**src/rtl/mips_multicycle_ctrl.sv**
```systemverilog
// Multicycle MIPS controller.
// A Moore FSM walks each instruction through fetch, decode, execute, memory
// and writeback, driving the shared datapath's mux selects and write enables.
// The ALU control word is decoded here from op/funct. The ALU zero flag only
// matters for resolving a beq.
//
// Handshake note: there is no valid/ready pairing on this block. The
// instruction register is loaded by ir_write, which is high only in FETCH.
// op/funct must then stay stable until the instruction returns to FETCH.
module mips_multicycle_ctrl (
  input  logic       clk,
  input  logic       rst_n,
  input  logic [5:0] op,
  input  logic [5:0] funct,
  input  logic       zero,
  output logic       mem_write,
  output logic       i_or_d,
  output logic       ir_write,
  output logic       reg_dst,
  output logic       mem_to_reg,
  output logic       reg_write,
  output logic       alu_src_a,
  output logic [1:0] alu_src_b,
  output logic [1:0] pc_src,
  output logic       pc_en,
  output logic [2:0] alu_ctrl_sig,
  output logic [3:0] state
);

  // Opcodes of the supported ISA subset.
  localparam logic [5:0] OP_RTYPE = 6'b000000;
  localparam logic [5:0] OP_LW    = 6'b100011;
  localparam logic [5:0] OP_SW    = 6'b101011;
  localparam logic [5:0] OP_BEQ   = 6'b000100;
  localparam logic [5:0] OP_ADDI  = 6'b001000;
  localparam logic [5:0] OP_J     = 6'b000010;

  // R-type function codes.
  localparam logic [5:0] FN_ADD = 6'b100000;
  localparam logic [5:0] FN_SUB = 6'b100010;
  localparam logic [5:0] FN_AND = 6'b100100;
  localparam logic [5:0] FN_OR  = 6'b100101;
  localparam logic [5:0] FN_SLT = 6'b101010;

  // ALU operation codes.
  localparam logic [2:0] ALU_AND = 3'b000;
  localparam logic [2:0] ALU_OR  = 3'b001;
  localparam logic [2:0] ALU_ADD = 3'b010;
  localparam logic [2:0] ALU_SUB = 3'b110;
  localparam logic [2:0] ALU_SLT = 3'b111;

  typedef enum logic [3:0] {
    FETCH   = 4'd0,
    DECODE  = 4'd1,
    MEMADR  = 4'd2,
    MEMRD   = 4'd3,
    MEMWB   = 4'd4,
    MEMWR   = 4'd5,
    RTYPEEX = 4'd6,
    RTYPEWB = 4'd7,
    BEQEX   = 4'd8,
    ADDIEX  = 4'd9,
    ADDIWB  = 4'd10,
    JEX     = 4'd11
  } state_t;

  state_t state_q;
  state_t state_d;

  // Ungated enables. The reset gating is applied on the output assigns.
  logic mem_write_d;
  logic ir_write_d;
  logic reg_write_d;
  logic pc_write;
  logic branch;

  // State register. An asynchronous reset abandons any in-flight instruction.
  always_ff @(posedge clk or negedge rst_n) begin
    if (!rst_n) begin
      state_q <= FETCH;
    end else begin
      state_q <= state_d;
    end
  end

  // Next-state and Moore output decode. Every output takes its default first.
  always_comb begin
    state_d      = FETCH;
    mem_write_d  = 1'b0;
    ir_write_d   = 1'b0;
    reg_write_d  = 1'b0;
    pc_write     = 1'b0;
    branch       = 1'b0;
    i_or_d       = 1'b0;
    reg_dst      = 1'b0;
    mem_to_reg   = 1'b0;
    alu_src_a    = 1'b0;
    alu_src_b    = 2'b00;
    pc_src       = 2'b00;
    alu_ctrl_sig = ALU_ADD;

    case (state_q)
      FETCH: begin
        // PC + 4 goes through the ALU while the instruction is latched.
        alu_src_b  = 2'b01;
        ir_write_d = 1'b1;
        pc_write   = 1'b1;
        state_d    = DECODE;
      end

      DECODE: begin
        // Precompute the branch target PC + (SignImm << 2) into ALUOut.
        alu_src_b = 2'b11;
        case (op)
          OP_LW,
          OP_SW:    state_d = MEMADR;
          OP_RTYPE: state_d = RTYPEEX;
          OP_BEQ:   state_d = BEQEX;
          OP_ADDI:  state_d = ADDIEX;
          OP_J:     state_d = JEX;
          // Unknown opcodes retire as a nop.
          default:  state_d = FETCH;
        endcase
      end

      MEMADR: begin
        alu_src_a = 1'b1;
        alu_src_b = 2'b10;
        state_d   = (op == OP_LW) ? MEMRD : MEMWR;
      end

      MEMRD: begin
        i_or_d  = 1'b1;
        state_d = MEMWB;
      end

      MEMWB: begin
        mem_to_reg  = 1'b1;
        reg_write_d = 1'b1;
        state_d     = FETCH;
      end

      MEMWR: begin
        i_or_d      = 1'b1;
        mem_write_d = 1'b1;
        state_d     = FETCH;
      end

      RTYPEEX: begin
        alu_src_a = 1'b1;
        alu_src_b = 2'b00;
        state_d   = RTYPEWB;
        case (funct)
          FN_ADD:  alu_ctrl_sig = ALU_ADD;
          FN_SUB:  alu_ctrl_sig = ALU_SUB;
          FN_AND:  alu_ctrl_sig = ALU_AND;
          FN_OR:   alu_ctrl_sig = ALU_OR;
          FN_SLT:  alu_ctrl_sig = ALU_SLT;
          default: begin
            // An unsupported funct skips writeback so no register is corrupted.
            alu_ctrl_sig = ALU_ADD;
            state_d      = FETCH;
          end
        endcase
      end

      RTYPEWB: begin
        reg_dst     = 1'b1;
        reg_write_d = 1'b1;
        state_d     = FETCH;
      end

      BEQEX: begin
        // Compare A and B. The target already sits in ALUOut from DECODE.
        alu_src_a    = 1'b1;
        alu_src_b    = 2'b00;
        alu_ctrl_sig = ALU_SUB;
        pc_src       = 2'b01;
        branch       = 1'b1;
        state_d      = FETCH;
      end

      ADDIEX: begin
        alu_src_a = 1'b1;
        alu_src_b = 2'b10;
        state_d   = ADDIWB;
      end

      ADDIWB: begin
        reg_write_d = 1'b1;
        state_d     = FETCH;
      end

      JEX: begin
        pc_src   = 2'b10;
        pc_write = 1'b1;
        state_d  = FETCH;
      end

      // Encodings 12-15 are unreachable. They keep the defaults and recover to FETCH.
      default: state_d = FETCH;
    endcase
  end

  // Write enables are held low while reset is asserted, even though FETCH
  // would otherwise raise ir_write and pc_en.
  assign mem_write = mem_write_d & rst_n;
  assign ir_write  = ir_write_d  & rst_n;
  assign reg_write = reg_write_d & rst_n;
  assign pc_en     = (pc_write | (branch & zero)) & rst_n;
  assign state     = state_q;

endmodule

```
**config.mk**
```make
export PLATFORM = sky130hd
export DESIGN_NAME = mips_multicycle_ctrl
export DESIGN_NICKNAME = d
export VERILOG_FILES = /design/src/rtl/mips_multicycle_ctrl.sv
export SDC_FILE = /design/constraint.sdc
export NUM_CORES = 1
export LEC_CHECK = 0
export BUFFER_PORTS_ARGS = -buffer_cell sky130_fd_sc_hd__buf_2
export CORE_AREA = 2 2 39 41
export DETAILED_ROUTE_END_ITERATION = 10
export DIE_AREA = 0 0 41 43
export HOLD_SLACK_MARGIN = 0.05
export PLACE_DENSITY = 0.7
export SKIP_CTS_REPAIR_TIMING = 1
export SYNTH_ARGS = -nofsm -noshare
export SYNTH_HDL_FRONTEND = slang
export SYNTH_SLANG_ARGS = --single-unit
```
**constraint.sdc**
```tcl
create_clock -name clk -period 4.4 [get_ports clk]
set_clock_uncertainty 0.05 [all_clocks]
set_input_delay 1.1 -clock clk [delete_from_list [all_inputs] [get_ports clk]]
set_output_delay 1.1 -clock clk [all_outputs]
set_load 0.005 [all_outputs]
```
==> metrics.md, run 1 <==
| Metric | Value |
|---|---|
| Fin Setup TNS | `0 ns` |
| Adder-cell share of the synthesized area | `0%` |
| Cells after synthesis | `60` |
| Layout fillers | `147` |
| Slowest stage delay, CP | `0.56 ns` |
| CTS Root Cell | `clkbuf_4` |
| Synth Area in Compound Gates | `20.5%` |
| Pin count of the biggest net entering global routing | `14` |
| Wirelength per Cell | `12.4 µm` |
| CTS tree | `done` |
| Part of the cycle the worst path needs | `73.9%` |
| Die width | `41 µm` |
| Total GRT Usage | `16.4%` |
| Remaining DRCs | `0` |
| Max VDD drop | `172 µV` |
| # setup viols final | `0` |
| Clock slew at reported path FFs | `0.04 ns` |
| Initial Util | `33.5%` |
| Num CTS Buffers | `3` |
| Dpl cells | `107` |
| Detailed Route WL | `1370 µm` |
| Main combinational cell family by area after synthesis | `simple AND/OR/NAND/NOR gates` |
| Multiplexer share of the synthesized area | `4.31%` |
| TritonRoute pass-1 iters | `4` |
| I/O pin count | `34` |
| Post-route ant nets | `0` |
| CTS Sinks | `4` |
| Cell Rows | `14` |
| CP arrival | `2.10 ns` |
| Req. time, crit path | `3.25 ns` |
| IO Port Bufs | `33` |
| Synth Cell Area | `464 µm²` |
| RSZ-0062 raised after global routing | `no` |
| Worst-path cell chain | `buf_2, nor4b_1, a31o_2, buf_2` |
| Slowest cell on the critical path | `nor4b_1` |
| Sequential fraction of the synthesis area | `21.6%` |
| Critical path's most frequent cell | `buf_2` |
| Fmax | `308 MHz` |
| Design area | `663 µm²` |
| Slew @ Worst Pin | `0.597 ns` |
| Synth Area in Simple Gates | `45.3%` |
| Syn Nets | `75` |
| Via density | `5.59` |
| Fin cells | `110` |
| Max-slew headroom | `59.7%` |
| Initial DRC count | `11` |
| Die ar. | `0.00176 mm²` |
| Placer congestion estimate | `0.785` |
| Core region area | `0.00138 mm²` |
| Share of layout cells above drive strength 1 | `46.8%` |
| Critical-path maximum fanout | `4` |
| First-pass GRT wire length | `2010 µm` |
| Clock tree buffer depth | `2` |
| Status | `complete, no violations` |
| P_leak | `0.323 nW` |
| Power per cell area | `337 mW/mm²` |
| H-tree Lvls | `1` |
| Avg Cell Area, Syn | `7.74 µm²` |
| GR Overflow Total | `0` |
| Hpwl dp | `1120 µm` |
| Dpl cell area | `641 µm²` |
| Setup CP Type | `in -> out` |
| Layout area overhead | `42.9%` |
| Power after layout | `224 µW` |
| Vias in the first global route | `522` |
| Post-layout util | `47.9%` |
| Worst hold path class | `in -> async` |
| Clk Latency, worst-skew pair | `0.24 ns` |
| Initial antenna violation count | `0` |
| Ant. Diodes | `0` |
| Post-layout min period | `3.25 ns` |
| Ys Warns | `0` |
| Die H | `43 µm` |
| FF+latch count, synth | `4` |
| Xor/xnor share of the synthesized area | `5.66%` |
| Final hold vios | `0` |
| Via count of the routed design | `615` |
| Synth async-reset ratio | `100%` |
| CP Launch Type | `input pin` |
| Layout Nets | `111` |
| Max reg flops | `4` |
| Number of enable flip-flop cells after synthesis | `0` |
| Post-synth cell types | `34` |
| Final Max Slew Viols | `0` |
| Max_cap viols | `0` |
| Setup crit end kind | `output port` |
| Top_reg_cell synth | `dfrtp_1` |
worst paths after layout:
| kind | endpoint | cells past startpoint | startpoint | slack (ns) |
|---|---|---|---|---|
| worst max-delay path | alu_ctrl_sig[2] | 4 | funct[4] | 1.15 |
| min in group clk | state[1] | 2 | state[2] | 0.70 |
| worst max register to register | state[0] | 4 | state[2] | 2.53 |
| max in group asynchronous | state[3] | 1 | rst_n | 3.54 |
| worst min-delay path | state[0] | 1 | rst_n | 0.62 |
| worst min register to register | state[1] | 2 | state[2] | 0.70 |
where the power goes:
| group | switching [mW] | internal (mW) |
|---|---|---|
| sequential | 0.0244 | 0.0452 |
| clock | 0.0152 | 0.0305 |
| combinational | 0.0507 | 0.0578 |
placed cells by master (no fill, tap or decap), types with 2 or more instances in the layout:
cell type / synthesis / final
o31ai_1: 2 / 2
a21oi_1: 2 / 2
dfrtp_1: 4 / 4
nor2_1: 5 / 5
or4_1: 2 / 2
xnor2_1: 2 / 2
clkbuf_4: 0 / 3
buf_2: 1 / 33
nand2_1: 3 / 3
nand3_1: 2 / 2
nand2b_1: 3 / 3
o21ai_0: 3 / 3
or2_2: 2 / 2
nor4_1: 2 / 2
mux2i_1: 2 / 2
o211ai_1: 3 / 3
nor3_1: 3 / 3
nor3b_1: 2 / 2
logic make-up (layout without fill, tap and decap cells):
family	after synthesis	in the layout
buffers and inverters	3	37
multiplexers	2	2
AND/OR/NAND/NOR	34	34
flip-flops	4	4
XOR/XNOR	3	3
AO/OA/AOI/OAI	14	14
critical path: cells and delay by family:
family,cells,cell delay [ns]
compound gates,1,0.24
buf+inv,2,0.20
simple gates,1,0.56
metrics by stage:
| step | hold WS [ns] | setup slack (ns) |
|---|---|---|
| floorplan | 0.611 | 1.46 |
| global placement | 0.694 | 1.19 |
| detailed placement | 0.696 | 1.14 |
| CTS | 0.616 | 1.14 |
| global route | 0.622 | 1.05 |
| finish | 0.621 | 1.15 |
metal layers:
layer / routed length (µm) / up-vias / GRT usage (%)
met5: 0 / - / 0
met1: 546 / 272 / 20.2
li1: - / 302 / -
met4: 10 / 0 / 7.33
met2: 677 / 39 / 25.6
met3: 132 / 2 / 4.19
layout make-up:
type	instances	area [µm²]	share of cell area (%)
Multi-Input combinational cell	53	352	53.0
Timing Repair Buffer	33	165	24.9
Sequential cell	4	100	15.1
Clock buffer	3	22.5	3.40
Tap cell	16	20.0	3.02
Inverter	1	3.75	0.566
cell usage after synthesis (2+ instances only):
cell	n	area (µm²)
o31ai_1	2	15.0
nand2b_1	3	18.8
a21oi_1	2	10.0
nor3_1	3	15.0
or2_2	2	12.5
nand3_1	2	10.0
nor4_1	2	12.5
nand2_1	3	11.3
mux2i_1	2	20.0
nor2_1	5	18.8
nor3b_1	2	15.0
or4_1	2	15.0
dfrtp_1	4	100
o211ai_1	3	22.5
o21ai_0	3	15.0
xnor2_1	2	17.5
Note: power is estimated with default switching activity, not from simulation.
==> run 2: changes to the inputs <==
--- a/config.mk
+++ b/config.mk
@@ -6,11 +6,11 @@
 export NUM_CORES = 1
 export LEC_CHECK = 0
 export BUFFER_PORTS_ARGS = -buffer_cell sky130_fd_sc_hd__buf_2
-export CORE_AREA = 2 2 39 41
+export CORE_MARGIN = 2
+export CORE_UTILIZATION = 34
 export DETAILED_ROUTE_END_ITERATION = 10
-export DIE_AREA = 0 0 41 43
 export HOLD_SLACK_MARGIN = 0.05
-export PLACE_DENSITY = 0.7
+export PLACE_DENSITY = 0.71
 export SKIP_CTS_REPAIR_TIMING = 1
 export SYNTH_ARGS = -nofsm -noshare
 export SYNTH_HDL_FRONTEND = slang
==> constraint.sdc (replaced) <==
create_clock -name clk -period 2.7 [get_ports clk]
set_clock_uncertainty 0.05 [all_clocks]
set_input_delay 0.675 -clock clk [delete_from_list [all_inputs] [get_ports clk]]
set_output_delay 0.675 -clock clk [all_outputs]
set_load 0.005 [all_outputs]
==> metrics.md, run 2 (synthesis results as in run 1) <==
| Metric | Value |
|---|---|
| Clock tree buffer depth | `2` |
| Worst R2R Start | `state[3]` |
| Initial Util | `36.1%` |
| Final Max Slew Viols | `0` |
| Via density | `5.27` |
| Part of the power in registers | `22.7%` |
| Setup CP Type | `reg -> out` |
| CTS tree | `done` |
| Power per cell area | `546 mW/mm²` |
| Slowest cell on the critical path | `dfrtp_1` |
| Ant. Diodes | `0` |
| Num CTS Buffers | `3` |
| Max reg flops | `4` |
| Fmax | `420 MHz` |
| H-tree Lvls | `1` |
| Worst hold path class | `in -> async` |
| Slew @ Worst Pin | `0.350 ns` |
| Req. time, crit path | `1.98 ns` |
| Initial DRC count | `7` |
| Clock slew at reported path FFs | `0.04 ns` |
| Worst-path cell chain | `or2b_2, nor3_1, a21oi_1, o21bai_1, buf_2` |
| Critical R2R Capture | `state[0]` |
| Core region area | `0.00128 mm²` |
| GR Overflow Total | `0` |
| Commonest non-fill, non-tap cell in the layout | `buf_2` |
| CP arrival | `1.66 ns` |
| Int Pwr | `230 µW` |
| I/O pin count | `34` |
| CTS Sinks | `4` |
| Via count of the routed design | `585` |
| Total GRT Usage | `15.6%` |
| Detailed Route WL | `1230 µm` |
| Share of layout cells above drive strength 1 | `49.0%` |
| Clock Power Share | `19.0%` |
| CTS Root Cell | `clkbuf_4` |
| RSZ-0062 raised after global routing | `no` |
| Pin count of the biggest net entering global routing | `13` |
| IO Port Bufs | `33` |
| TritonRoute pass-1 iters | `4` |
| R2R setup slack | `0.84 ns` |
| Vias in the first global route | `417` |
| Die width | `41.0 µm` |
| Placer congestion estimate | `0.709` |
| P_sw | `143 µW` |
| Layout Nets | `113` |
| Max-slew headroom | `76.6%` |
| Die ar. | `0.00168 mm²` |
| Setup crit end kind | `output port` |
| Cell Rows | `13` |
| Initial antenna violation count | `0` |
| Comb power frac | `58.3%` |
| Critical-path maximum fanout | `8` |
| Max VDD drop | `418 µV` |
| Slowest stage delay, CP | `0.43 ns` |
| Clk Latency, worst-skew pair | `0.23 ns` |
| Die H | `41.0 µm` |
| Top layer in use | `met3` |
| CP Launch Type | `flop` |
| P_leak | `0.334 nW` |
| Commonest non-fill, non-tap cells in the layout | `33 x buf_2, 5 x nor2_1, 4 x dfrtp_1` |
| Remaining DRCs | `0` |
| Sw frac | `38.4%` |
| Max_cap viols | `0` |
| Layout area overhead | `47.2%` |
| Post-layout util | `53.2%` |
| Status | `complete, no violations` |
| DR WL met3 | `106 µm` |
| Wirelength per Cell | `11.1 µm` |
| Hpwl dp | `1030 µm` |
| # setup viols final | `0` |
| Final hold vios | `0` |
| Cell count of the worst reg-to-reg path | `4` |
| Routed wl met2 | `569 µm` |
| Fin Setup TNS | `0 ns` |
| M1 WL | `557 µm` |
| Part of the cycle the worst path needs | `88.2%` |
| Post-layout min period | `2.38 ns` |
| Post-route ant nets | `0` |
| First-pass GRT wire length | `1710 µm` |
[run 2: worst max-delay path by stage]
stage	startpoint	endpoint	slack [ns]	depth (start not counted)
6_report	state[2]	pc_en	0.32	5
5_1_grt	state[2]	alu_ctrl_sig[0]	0.15	4
4_1_cts	state[2]	alu_ctrl_sig[2]	0.12	4
3_5_place_dp	funct[4]	alu_ctrl_sig[2]	0.31	4
3_3_place_gp	funct[4]	alu_ctrl_sig[2]	0.37	4
2_1_floorplan	state[2]	alu_ctrl_sig[2]	0.59	3
[run 2: critical path, delay by kind of cell, from the launching register on]
family          cells  cell delay (ns)
compound gates      2             0.23
buf+inv             1             0.12
flops               1             0.43
simple gates        2             0.64
[run 2: through the flow]
stage	worst slack [ns]	instances	total power, mW	area, µm²	hold slack (ns)
6_report	0.318	111	0.373	683	0.202
5_1_grt	0.147	111	0.416	683	0.194
4_1_cts	0.116	111	0.379	677	0.195
3_5_place_dp	0.312	108	0.302	654	0.445
3_3_place_gp	0.366	108	0.302	654	0.444
2_1_floorplan	0.594	60	0.209	464	0.329
[run 2: metal layers]
metal,global-route usage (%),vias up
li1,-,302
met1,19.9,257
met2,23.8,26
met3,5.98,0
met4,5.00,0
met5,0,-
[run 2: cell type report]
cell class,count,area [µm²]
fillers,134,602
multi-input cells,53,358
repair buffers,35,180
flip-flops and latches,4,100
clock buffers,3,22.5
well taps,15,18.8
inverters,1,3.75
[run 2: power by group through the flow]
stage               Combinational [mW]  Sequential, mW  Clock (mW)
finish                           0.218          0.0846      0.0711
global route                     0.246          0.0868      0.0829
CTS                              0.218          0.0848      0.0764
detailed placement               0.217          0.0854           0
global placement                 0.217          0.0854           0
floorplan                        0.121          0.0881           0
